<file path="config.mk">
export PLATFORM = sky130hd
export DESIGN_NAME = seg_mux_driver
export DESIGN_NICKNAME = d
export VERILOG_FILES = /design/src/rtl/seg_pkg.sv /design/src/rtl/seg_hex_decoder.sv /design/src/rtl/seg_mux_driver.sv
export SDC_FILE = /design/constraint.sdc
export NUM_CORES = 1
export LEC_CHECK = 0
export BUFFER_PORTS_ARGS = -buffer_cell sky130_fd_sc_hd__buf_4
export CAP_MARGIN = 25
export CORE_MARGIN = 2
export CORE_UTILIZATION = 40
export CTS_BUF_LIST = sky130_fd_sc_hd__clkbuf_8
export CTS_CLUSTER_SIZE = 16
export DETAILED_ROUTE_END_ITERATION = 16
export GPL_ROUTABILITY_DRIVEN = 1
export PLACE_DENSITY = 0.66
export SLEW_MARGIN = 5
export SYNTH_ARGS = -nofsm -noshare
export SYNTH_HDL_FRONTEND = slang
export SYNTH_SLANG_ARGS = --single-unit
</file>
<file path="constraint.sdc">
create_clock -name clk -period 2.67 [get_ports clk]
set_clock_uncertainty 0.05 [all_clocks]
set_input_delay 0.267 -clock clk [delete_from_list [all_inputs] [get_ports clk]]
set_output_delay 0.267 -clock clk [all_outputs]
set_load 0.01 [all_outputs]
</file>
<file path="src/rtl/seg_pkg.sv">
// Shared constants for the seven-segment display path: segment bit order,
// the hex-to-segment code table and the all-dark code.
package seg_pkg;

    localparam int SEG_W = 7;

    localparam int SEG_A = 6;
    localparam int SEG_B = 5;
    localparam int SEG_C = 4;
    localparam int SEG_D = 3;
    localparam int SEG_E = 2;
    localparam int SEG_F = 1;
    localparam int SEG_G = 0;

    localparam logic [SEG_W-1:0] SEG_OFF = 7'h00;

    // Entry n is the lit-segment pattern for hex digit n (entry 0 is rightmost).
    localparam logic [15:0][SEG_W-1:0] SEG_TABLE = {
        7'h47, 7'h4F, 7'h3D, 7'h4E, 7'h1F, 7'h77, 7'h7B, 7'h7F,
        7'h70, 7'h5F, 7'h5B, 7'h33, 7'h79, 7'h6D, 7'h30, 7'h7E
    };

endpackage

</file>
<file path="src/rtl/seg_hex_decoder.sv">
// Combinational hex nibble to seven-segment pattern (1 = lit, a..g in bits 6..0).
module seg_hex_decoder
    import seg_pkg::*;
(
    input  logic [3:0]       nibble,
    output logic [SEG_W-1:0] seg
);

    assign seg = SEG_TABLE[nibble];

endmodule

</file>
<file path="src/rtl/seg_mux_driver.sv">
// Time-multiplexed seven-segment driver with a pending/display double buffer
// so that a new value only ever takes effect on a whole-frame boundary.
module seg_mux_driver
    import seg_pkg::*;
#(
    parameter int DIGITS     = 4,
    parameter int PRESCALE   = 1000,
    parameter int ACTIVE_LOW = 0
) (
    input  logic                  clk,
    input  logic                  rst_n,
    input  logic                  load,
    input  logic [4*DIGITS-1:0]   value,
    input  logic [DIGITS-1:0]     blank_mask,
    input  logic                  lz_en,
    output logic                  ready,
    output logic [SEG_W-1:0]      seg_out,
    output logic [DIGITS-1:0]     dig_en
);

    localparam int PW = (PRESCALE > 1) ? $clog2(PRESCALE) : 1;
    localparam int IW = (DIGITS > 1) ? $clog2(DIGITS) : 1;
    localparam int VW = 4 * DIGITS;

    logic [PW-1:0]     presc_q, presc_d;
    logic [IW-1:0]     idx_q, idx_d;
    logic [VW-1:0]     disp_val_q, disp_val_d;
    logic [DIGITS-1:0] disp_blank_q, disp_blank_d;
    logic              disp_lz_q, disp_lz_d;
    logic [VW-1:0]     pend_val_q, pend_val_d;
    logic [DIGITS-1:0] pend_blank_q, pend_blank_d;
    logic              pend_lz_q, pend_lz_d;
    logic              pend_valid_q, pend_valid_d;
    logic [SEG_W-1:0]  seg_q, seg_d;
    logic [DIGITS-1:0] dig_q, dig_d;

    logic              tick;
    logic              frame_end;
    logic              accept;
    logic              upper_zero;
    logic [DIGITS-1:0] dark_vec;
    logic [3:0]        cur_nib;
    logic              cur_dark;
    logic [SEG_W-1:0]  dec_seg;

    assign ready  = !pend_valid_q;
    assign accept = load && ready;

    always_comb begin
        tick      = (presc_q == PW'(PRESCALE - 1));
        frame_end = tick && (idx_q == IW'(DIGITS - 1));

        presc_d = tick ? '0 : presc_q + PW'(1);
        idx_d   = idx_q;
        if (tick) begin
            idx_d = frame_end ? '0 : idx_q + IW'(1);
        end

        disp_val_d   = disp_val_q;
        disp_blank_d = disp_blank_q;
        disp_lz_d    = disp_lz_q;
        pend_val_d   = pend_val_q;
        pend_blank_d = pend_blank_q;
        pend_lz_d    = pend_lz_q;
        pend_valid_d = pend_valid_q;

        // A load can only be accepted while nothing is pending, so commit and
        // capture are never both active; a boundary-cycle load waits a frame.
        if (frame_end && pend_valid_q) begin
            disp_val_d   = pend_val_q;
            disp_blank_d = pend_blank_q;
            disp_lz_d    = pend_lz_q;
            pend_valid_d = 1'b0;
        end
        if (accept) begin
            pend_val_d   = value;
            pend_blank_d = blank_mask;
            pend_lz_d    = lz_en;
            pend_valid_d = 1'b1;
        end
    end

    // Walk from the most significant digit down; a digit is a leading zero
    // while every nibble from it upward is zero. Digit 0 always shows.
    always_comb begin
        upper_zero = 1'b1;
        dark_vec   = '0;
        for (int i = DIGITS - 1; i >= 0; i--) begin
            upper_zero  = upper_zero && (disp_val_q[4*i +: 4] == 4'h0);
            dark_vec[i] = disp_blank_q[i] || (disp_lz_q && (i != 0) && upper_zero);
        end
    end

    always_comb begin
        cur_nib  = disp_val_q[3:0];
        cur_dark = dark_vec[0];
        dig_d    = '0;
        for (int i = 0; i < DIGITS; i++) begin
            dig_d[i] = (idx_q == IW'(i));
            if (idx_q == IW'(i)) begin
                cur_nib  = disp_val_q[4*i +: 4];
                cur_dark = dark_vec[i];
            end
        end
        seg_d = cur_dark ? SEG_OFF : dec_seg;
    end

    seg_hex_decoder u_dec (
        .nibble (cur_nib),
        .seg    (dec_seg)
    );

    always_ff @(posedge clk or negedge rst_n) begin
        if (!rst_n) begin
            presc_q      <= '0;
            idx_q        <= '0;
            disp_val_q   <= '0;
            disp_blank_q <= '0;
            disp_lz_q    <= 1'b0;
            pend_val_q   <= '0;
            pend_blank_q <= '0;
            pend_lz_q    <= 1'b0;
            pend_valid_q <= 1'b0;
            seg_q        <= SEG_OFF;
            dig_q        <= '0;
        end else begin
            presc_q      <= presc_d;
            idx_q        <= idx_d;
            disp_val_q   <= disp_val_d;
            disp_blank_q <= disp_blank_d;
            disp_lz_q    <= disp_lz_d;
            pend_val_q   <= pend_val_d;
            pend_blank_q <= pend_blank_d;
            pend_lz_q    <= pend_lz_d;
            pend_valid_q <= pend_valid_d;
            seg_q        <= seg_d;
            dig_q        <= dig_d;
        end
    end

    assign seg_out = (ACTIVE_LOW != 0) ? ~seg_q : seg_q;
    assign dig_en  = (ACTIVE_LOW != 0) ? ~dig_q : dig_q;

endmodule

</file>
==> results of run 1 <==
==> through the flow <==
stage	hold slack, ns	util [%]	worst slack, ns	total power [W]	area, sq um
3_3_place_gp	0.369	46.6	0.383	0.00115	3400
3_5_place_dp	0.369	46.6	0.299	0.00116	3400
6_report	0.0924	49.5	0.288	0.00196	3610
2_1_floorplan	-0.0786	-	0.466	0.00110	3030
5_1_grt	0.0823	49.5	0.120	0.00204	3610
4_1_cts	0.0755	49.5	0.286	0.00199	3610
==> cells in the final DEF, fill, tap and decap left out, types with 3 or more instances in the layout <==
cell type,netlist,layout
mux2_2,28,28
xor2_1,4,4
o221ai_2,3,3
and3_1,3,3
a211oi_1,5,5
buf_4,1,39
nand2b_1,7,7
mux2_4,18,18
nor2_1,16,16
ha_1,11,11
xnor2_1,3,3
nand2_1,9,9
nor4_1,3,3
clkbuf_8,0,14
a21oi_1,3,3
dfrtp_1,66,66
o21ai_0,5,5
inv_1,6,7
nand3_1,8,8
==> layout make-up <==
type / instances / area share (%)
Timing Repair Buffer: 41 / 8.95
Tap cell: 99 / 3.43
Inverter: 6 / 0.624
Clock inverter: 2 / 0.243
Sequential cell: 66 / 45.8
Multi-Input combinational cell: 145 / 35.6
Clock buffer: 14 / 5.34
==> registers in the layout, summed over array words and instances (netlist names), 2 cells and up <==
name          cells
presc_q          10
disp_val_q       16
dig_en            4
seg_out           7
pend_val_q       16
disp_blank_q      4
pend_blank_q      4
idx_q             2
==> per-layer routing <==
| metal | track usage (%) | vias to the layer above |
|---|---|---|
| met5 | 0 | - |
| met4 | 6.94 | 0 |
| met3 | 4.73 | 10 |
| met2 | 21.1 | 36 |
| met1 | 17.8 | 903 |
| li1 | - | 888 |
==> final timing paths <==
path	startpoint	endpoint	slack, ns	depth (start not counted)
worst max-delay path	idx_q[1]	seg_out[2]	0.29	8
worst min-delay path	load	pend_valid_q	0.09	3
max in group asynchronous	rst_n	seg_out[2]	1.53	2
worst min register to register	presc_q[0]	presc_q[0]	0.44	1
min in group asynchronous	rst_n	pend_val_q[6]	0.49	2
worst max register to register	idx_q[1]	seg_out[2]	0.29	8
==> cell families (layout without fill, tap and decap cells) <==
group / count (synthesis) / in the layout / share of synthesized area (%)
compound gates: 25 / 25 / 6.52
xor+xnor: 7 / 7 / 2.02
fa+ha+maj: 11 / 11 / 4.54
buf+inv: 14 / 63 / 3.26
flops: 66 / 66 / 54.5
mux: 49 / 49 / 20.3
simple gates: 53 / 53 / 8.87
==> power breakdown <==
group / internal (W) / leakage [nW] / switching, W
Clock: 0.000459 / 0.110 / 0.000365
Sequential: 0.00104 / 0.833 / 0.0000188
Combinational: 0.0000494 / 0.707 / 0.0000301
Total: 0.00155 / 1.65 / 0.000414
==> repair_timing <==
action                                  in CTS  in global routing
hold buffers                                 1                  0
resized for setup                            0                  0
endpoints found under the hold margin       66                  0
endpoints found under the setup margin       0                  0
==> critical path, cell delays in order, from the launching register on <==
cell,delay [ns]
dfrtp_1,0.40
inv_1,0.11
ha_1,0.35
mux2_2,0.37
o221a_2,0.28
ha_1,0.20
mux2_2,0.26
o22ai_1,0.15
nor2_1,0.07
==> summary.txt, run 1 <==
Global route
  • Gr ovfl total: 0
  • First-pass GRT wire length: 9020 um
  • GRT Overall Usage: 13.9%
  • Number of global-route vias before repair: 1925
  • Initial antenna violation count: 0
  • Largest net degree at the start of global routing: 67

Job
  • Max_cap viols: 0

Timing
  • Maximum clock frequency: 0.420 GHz
  • Period utilisation layout: 89.2%
  • RSZ-0062 raised after global routing: false
  • Period minus WS final: 2.38 ns
  • Slew Limit Fails: 0
  • Final setup violation count: 0
  • Final count of hold timing violations: 0
  • Worst slew margin: 45.8%
  • Setup TNS: 0 ns
  • Worst Tran Pin Value: 0.813 ns

Drt
  • Antenna viol nets, final: 0
  • M1 WL: 2400 um
  • Routed len/inst: 13.8 um
  • Met3 WL post-DR: 229 um
  • Detailed Routing Iterations Pass 1: 4
  • DR vias/cell: 4.92
  • Met2 WL: 2410 um
  • Highest routed layer: met4
  • DR DRC count: 0
  • Overall routed net length: 5140 um
  • Initial DRC Count: 91
  • Routed vias: 1837

Worst setup path
  • Largest fanout on the critical path: 8
  • CP Class: reg2reg
  • Critical Path RT: 2.81 ns
  • CP Data Arrival Time: 2.53 ns
  • Crit start category: register
  • CP Capture Type: register

Floorplanning
  • Core Region: 7290 sq um
  • Die Y: 91.1 um
  • Initial Util: 41.6%
  • FP Rows: 31
  • Die Area: 8290 sq um
  • Num ports: 36
  • Die W: 91.1 um

Synth
  • Area leader, netlist: dfrtp_1
  • Yosys top cell area share: 54.5%
  • Syn nets: 260
  • Synth top cells by count: dfrtp_1 (66), mux2_2 (28), mux2_4 (18)
  • Post-synthesis register bit count: 66
  • Avg Cell Area, Syn: 13.5 sq um
  • Top FF cell, synth: dfrtp_1
  • Post-synthesis cell type count: 38
  • Mapped Area: 3030 sq um
  • Synth warn: 0
  • Synth top area cells: dfrtp_1 (54%), mux2_2 (10%), mux2_4 (8.9%), ha_1 (4.5%), nor2_1 (2.0%)
  • Ys async rst share: 100%
  • Post-Synthesis Cells: 225
  • Post-synthesis sequential area ratio: 54.5%
  • Top-count cell post-synth: dfrtp_1
  • Post-synth EDFFs: 0

Power and ir drop
  • Peak VDD IR: 0.000334 V
  • Leakage: 1.65 nW
  • PwrDens: 543 nW/um^2

Clocking
  • CTS tree: done
  • Clock-pin slew on the worst setup and hold paths: 0.06 ns
  • Root buffer cell: clkbuf_8
  • CTS Buf Count: 9
  • Clock Path Buffers: 2
  • H-tree Lvls: 3
  • Post-CTS Setup Bufs: 0
  • Sink Count: 66
  • Worst-Skew Late Latency: 0.35 ns

Finish
  • Number of diodes: 0
  • Nets: 304
  • Layout cells sized above 1: 39.8%
  • Layout Cells excl Fill: 373
  • Layout fillers: 685
  • Area growth syn-to-layout: 18.9%
  • Footprint of the multi-input gates: 1280 sq um
  • Register area: 1650 sq um

Worst hold path
  • Worst hold path type: in2reg

Place
  • Port Buffer Count: 35
  • Placer Congestion: 0.829
  • Inst Count DP: 356
  • Detail Placement HPWL: 3590 um

Run status
  • Status: finished, final reports clean
No activity file was read; power rests on OpenSTA's default activity.
==> run 2: changes to the inputs <==
--- a/config.mk
+++ b/config.mk
@@ -17,4 +17,5 @@
 export SLEW_MARGIN = 5
 export SYNTH_ARGS = -nofsm -noshare
 export SYNTH_HDL_FRONTEND = slang
+export SYNTH_HIERARCHICAL = 1
 export SYNTH_SLANG_ARGS = --single-unit
==> run 2 against run 1 <==
Global-route usage up 0.57 points; die area up 3.2%; non-clock buffer count up 11; sequential cell count unchanged; clock power down 4.8%; cell count up 11%; utilization up 0.42 points; synthesized cell count up 14%; via count up 12%; total power down 2.1%; sequential share of layout area down 2.5 points.
==> summary.txt, run 2 <==
Floorplanning
  • Die Area: 8560 sq um
  • Num ports: 36
  • Die W: 92.5 um
  • Core Region: 7650 sq um
  • Initial Util: 41.0%
  • FP Rows: 32
  • Die Y: 92.5 um

Drt
  • Detailed Routing Iterations Pass 1: 4
  • Routed len/inst: 13.7 um
  • DR DRC count: 0
  • DR vias/cell: 4.97
  • Initial DRC Count: 71
  • Overall routed net length: 5670 um
  • Routed vias: 2057
  • Antenna viol nets, final: 0

Clocking
  • Sink Count: 66
  • Worst-Skew Late Latency: 0.34 ns
  • Root buffer cell: clkbuf_8
  • H-tree Lvls: 3
  • Clock Path Buffers: 2
  • CTS tree: done
  • Clock-pin slew on the worst setup and hold paths: 0.07 ns
  • CTS Buf Count: 9

Global route
  • Number of global-route vias before repair: 2006
  • Gr ovfl total: 0
  • Initial antenna violation count: 0
  • GRT Overall Usage: 14.5%
  • First-pass GRT wire length: 9540 um
  • Largest net degree at the start of global routing: 67

Worst setup path
  • CP most frequent cell: buf_4
  • Crit start category: register
  • Reg-to-reg slack, setup: 0.13 ns
  • Critical Path RT: 2.82 ns
  • Cell Chain, Critical Path: inv_1 > ha_4 > buf_4 > mux2i_1 > nor2_1 > a21oi_1 > o21ai_2 > clkdlybuf4s15_2 > buf_4 > o32a_1 > o21ai_0 > o41ai_2
  • CP Data Arrival Time: 2.70 ns
  • Reg2reg path depth: 12
  • Worst setup path start: idx_q[1]
  • CP Capture Type: register
  • CP max stage cell: dfrtp_1
  • Largest stage delay on the critical path: 0.40 ns
  • CP Class: reg2reg
  • Worst r2r src: idx_q[1]
  • Critical Path End: seg_out[2]
  • FF-to-FF End: seg_out[2]
  • Largest fanout on the critical path: 6

Synth
  • Synth top cells by count: dfrtp_1 (66), mux2_2 (26), inv_1 (16)
  • Top FF cell, synth: dfrtp_1
  • Multiplexer share of the synthesized area: 20.0%
  • Simple-gate share of the synthesized area: 8.83%
  • Xor/xnor share of the synthesized area: 1.96%
  • Synth warn: 6
  • Synth Area in Compound Gates: 7.35%
  • Adder-cell share of the synthesized area: 4.79%
  • Largest family of logic cells by synthesized area: multiplexers
  • Avg Cell Area, Syn: 12.2 sq um
  • Ys async rst share: 100%
  • Post-synthesis register bit count: 66
  • Yosys top cell area share: 52.7%
  • Post-Synthesis Cells: 256
  • Synth top area cells: dfrtp_1 (53%), mux2_2 (9.3%), ha_1 (4.8%), mux2_4 (4.3%), mux2_1 (3.6%)
  • Mapped Area: 3130 sq um
  • Post-synthesis sequential area ratio: 52.7%
  • Post-synth EDFFs: 0
  • Syn nets: 292
  • Top-count cell post-synth: dfrtp_1
  • Post-synthesis cell type count: 41
  • Area leader, netlist: dfrtp_1

Finish
  • Area growth syn-to-layout: 21.8%
  • Number of diodes: 0
  • Commonest non-fill, non-tap cell in the layout: dfrtp_1
  • Final instance area: 3810 sq um
  • Regs by FF count: disp_val_q (16), pend_val_q (16), presc_q (10)
  • Nets: 343
  • Commonest cells after routing, fill and taps aside: dfrtp_1 (65), buf_4 (50), mux2_2 (26), inv_1 (17), nor2_1 (15)
  • Layout cells sized above 1: 37.2%
  • Final Util: 49.9%

Run status
  • Status: finished, final reports clean

Timing
  • Final setup violation count: 0
  • Setup TNS: 0 ns
  • Final WS setup: 0.126 ns
  • Slew Limit Fails: 0
  • Period minus WS final: 2.54 ns
  • Maximum clock frequency: 0.393 GHz
  • Final hold slack: 0.0999 ns
  • Worst Tran Pin Value: 0.788 ns
  • Worst slew margin: 47.4%
  • Period utilisation layout: 95.3%
  • Final count of hold timing violations: 0

Place
  • Placer Congestion: 0.844
  • Detail Placement HPWL: 4020 um
  • Placement Cell Area: 3530 sq um
  • Worst slack, placed: -0.0157 ns
  • Port Buffer Count: 35

Power and ir drop
  • Peak VDD IR: 0.000434 V
  • PwrDens: 503 nW/um^2
  • Leakage: 1.75 nW

Worst hold path
  • Worst hold path type: in2reg

Job
  • Max_cap viols: 0
-- run 2: metal layers --
layer,track usage (%),wire [um]
met4,6.09,135
met1,19.3,2660
met3,5.13,247
met2,21.5,2630
met5,0,0
-- run 2: area by class of cell --
cell class                 instances  area, sq um
sequential                        66         1650
clock buffer                       9          124
timing repair buffer              52          397
tap                              102          128
multi-input combinational        162         1390
fill                             689         3830
clock inverter                     7         62.6
inverter                          16         60.1
-- run 2: worst max-delay path, delay by kind of cell (launching register included) --
family / cells / cell delay, ns
adder cells (fa/ha/maj): 1 / 0.18
multiplexers: 1 / 0.19
AND/OR/NAND/NOR: 1 / 0.06
flip-flops: 1 / 0.40
AO/OA/AOI/OAI: 5 / 0.83
buffers and inverters: 4 / 0.70
-- run 2: logic make-up (layout without fill, tap and decap cells) --
| family | count (synthesis) | count (layout) |
|---|---|---|
| compound gates | 37 | 37 |
| simple gates | 54 | 54 |
| xor+xnor | 7 | 7 |
| fa+ha+maj | 12 | 12 |
| flops | 66 | 66 |
| mux | 52 | 52 |
| buf+inv | 28 | 84 |
-- run 2: timing repair --
action	in CTS	in global routing
pin swaps	0	1
resized for setup	1	12
cloned	0	1
setup endpoints to repair	2	6
hold buffers	1	0
setup buffers	0	4
hold endpoints to repair	53	0
-- run 2: worst min-delay path by stage --
stage | start | endpoint | slack (ns) | cells past startpoint
after global placement | rst_n | pend_val_q[9] | 0.36 | 1
after CTS | value[6] | pend_val_q[6] | 0.09 | 2
after detailed placement | rst_n | pend_val_q[9] | 0.35 | 1
final | load | pend_valid_q | 0.1 | 3
after floorplan | rst_n | dig_en[0] | -0.08 | 0
after global routing | value[12] | pend_val_q[12] | 0.09 | 2
-- run 2: power by group --
group	internal (W)	switching (W)
clock	0.000420	0.000364
sequential	0.00104	0.0000187
combinational	0.0000491	0.0000299
total	0.00151	0.000413
-- run 2: through the flow --
stage                     cells  power, W
after CTS                   409   0.00195
final                       414   0.00192
after global routing        414   0.00201
after detailed placement    392   0.00116
after floorplan             256   0.00110
after global placement      392   0.00115
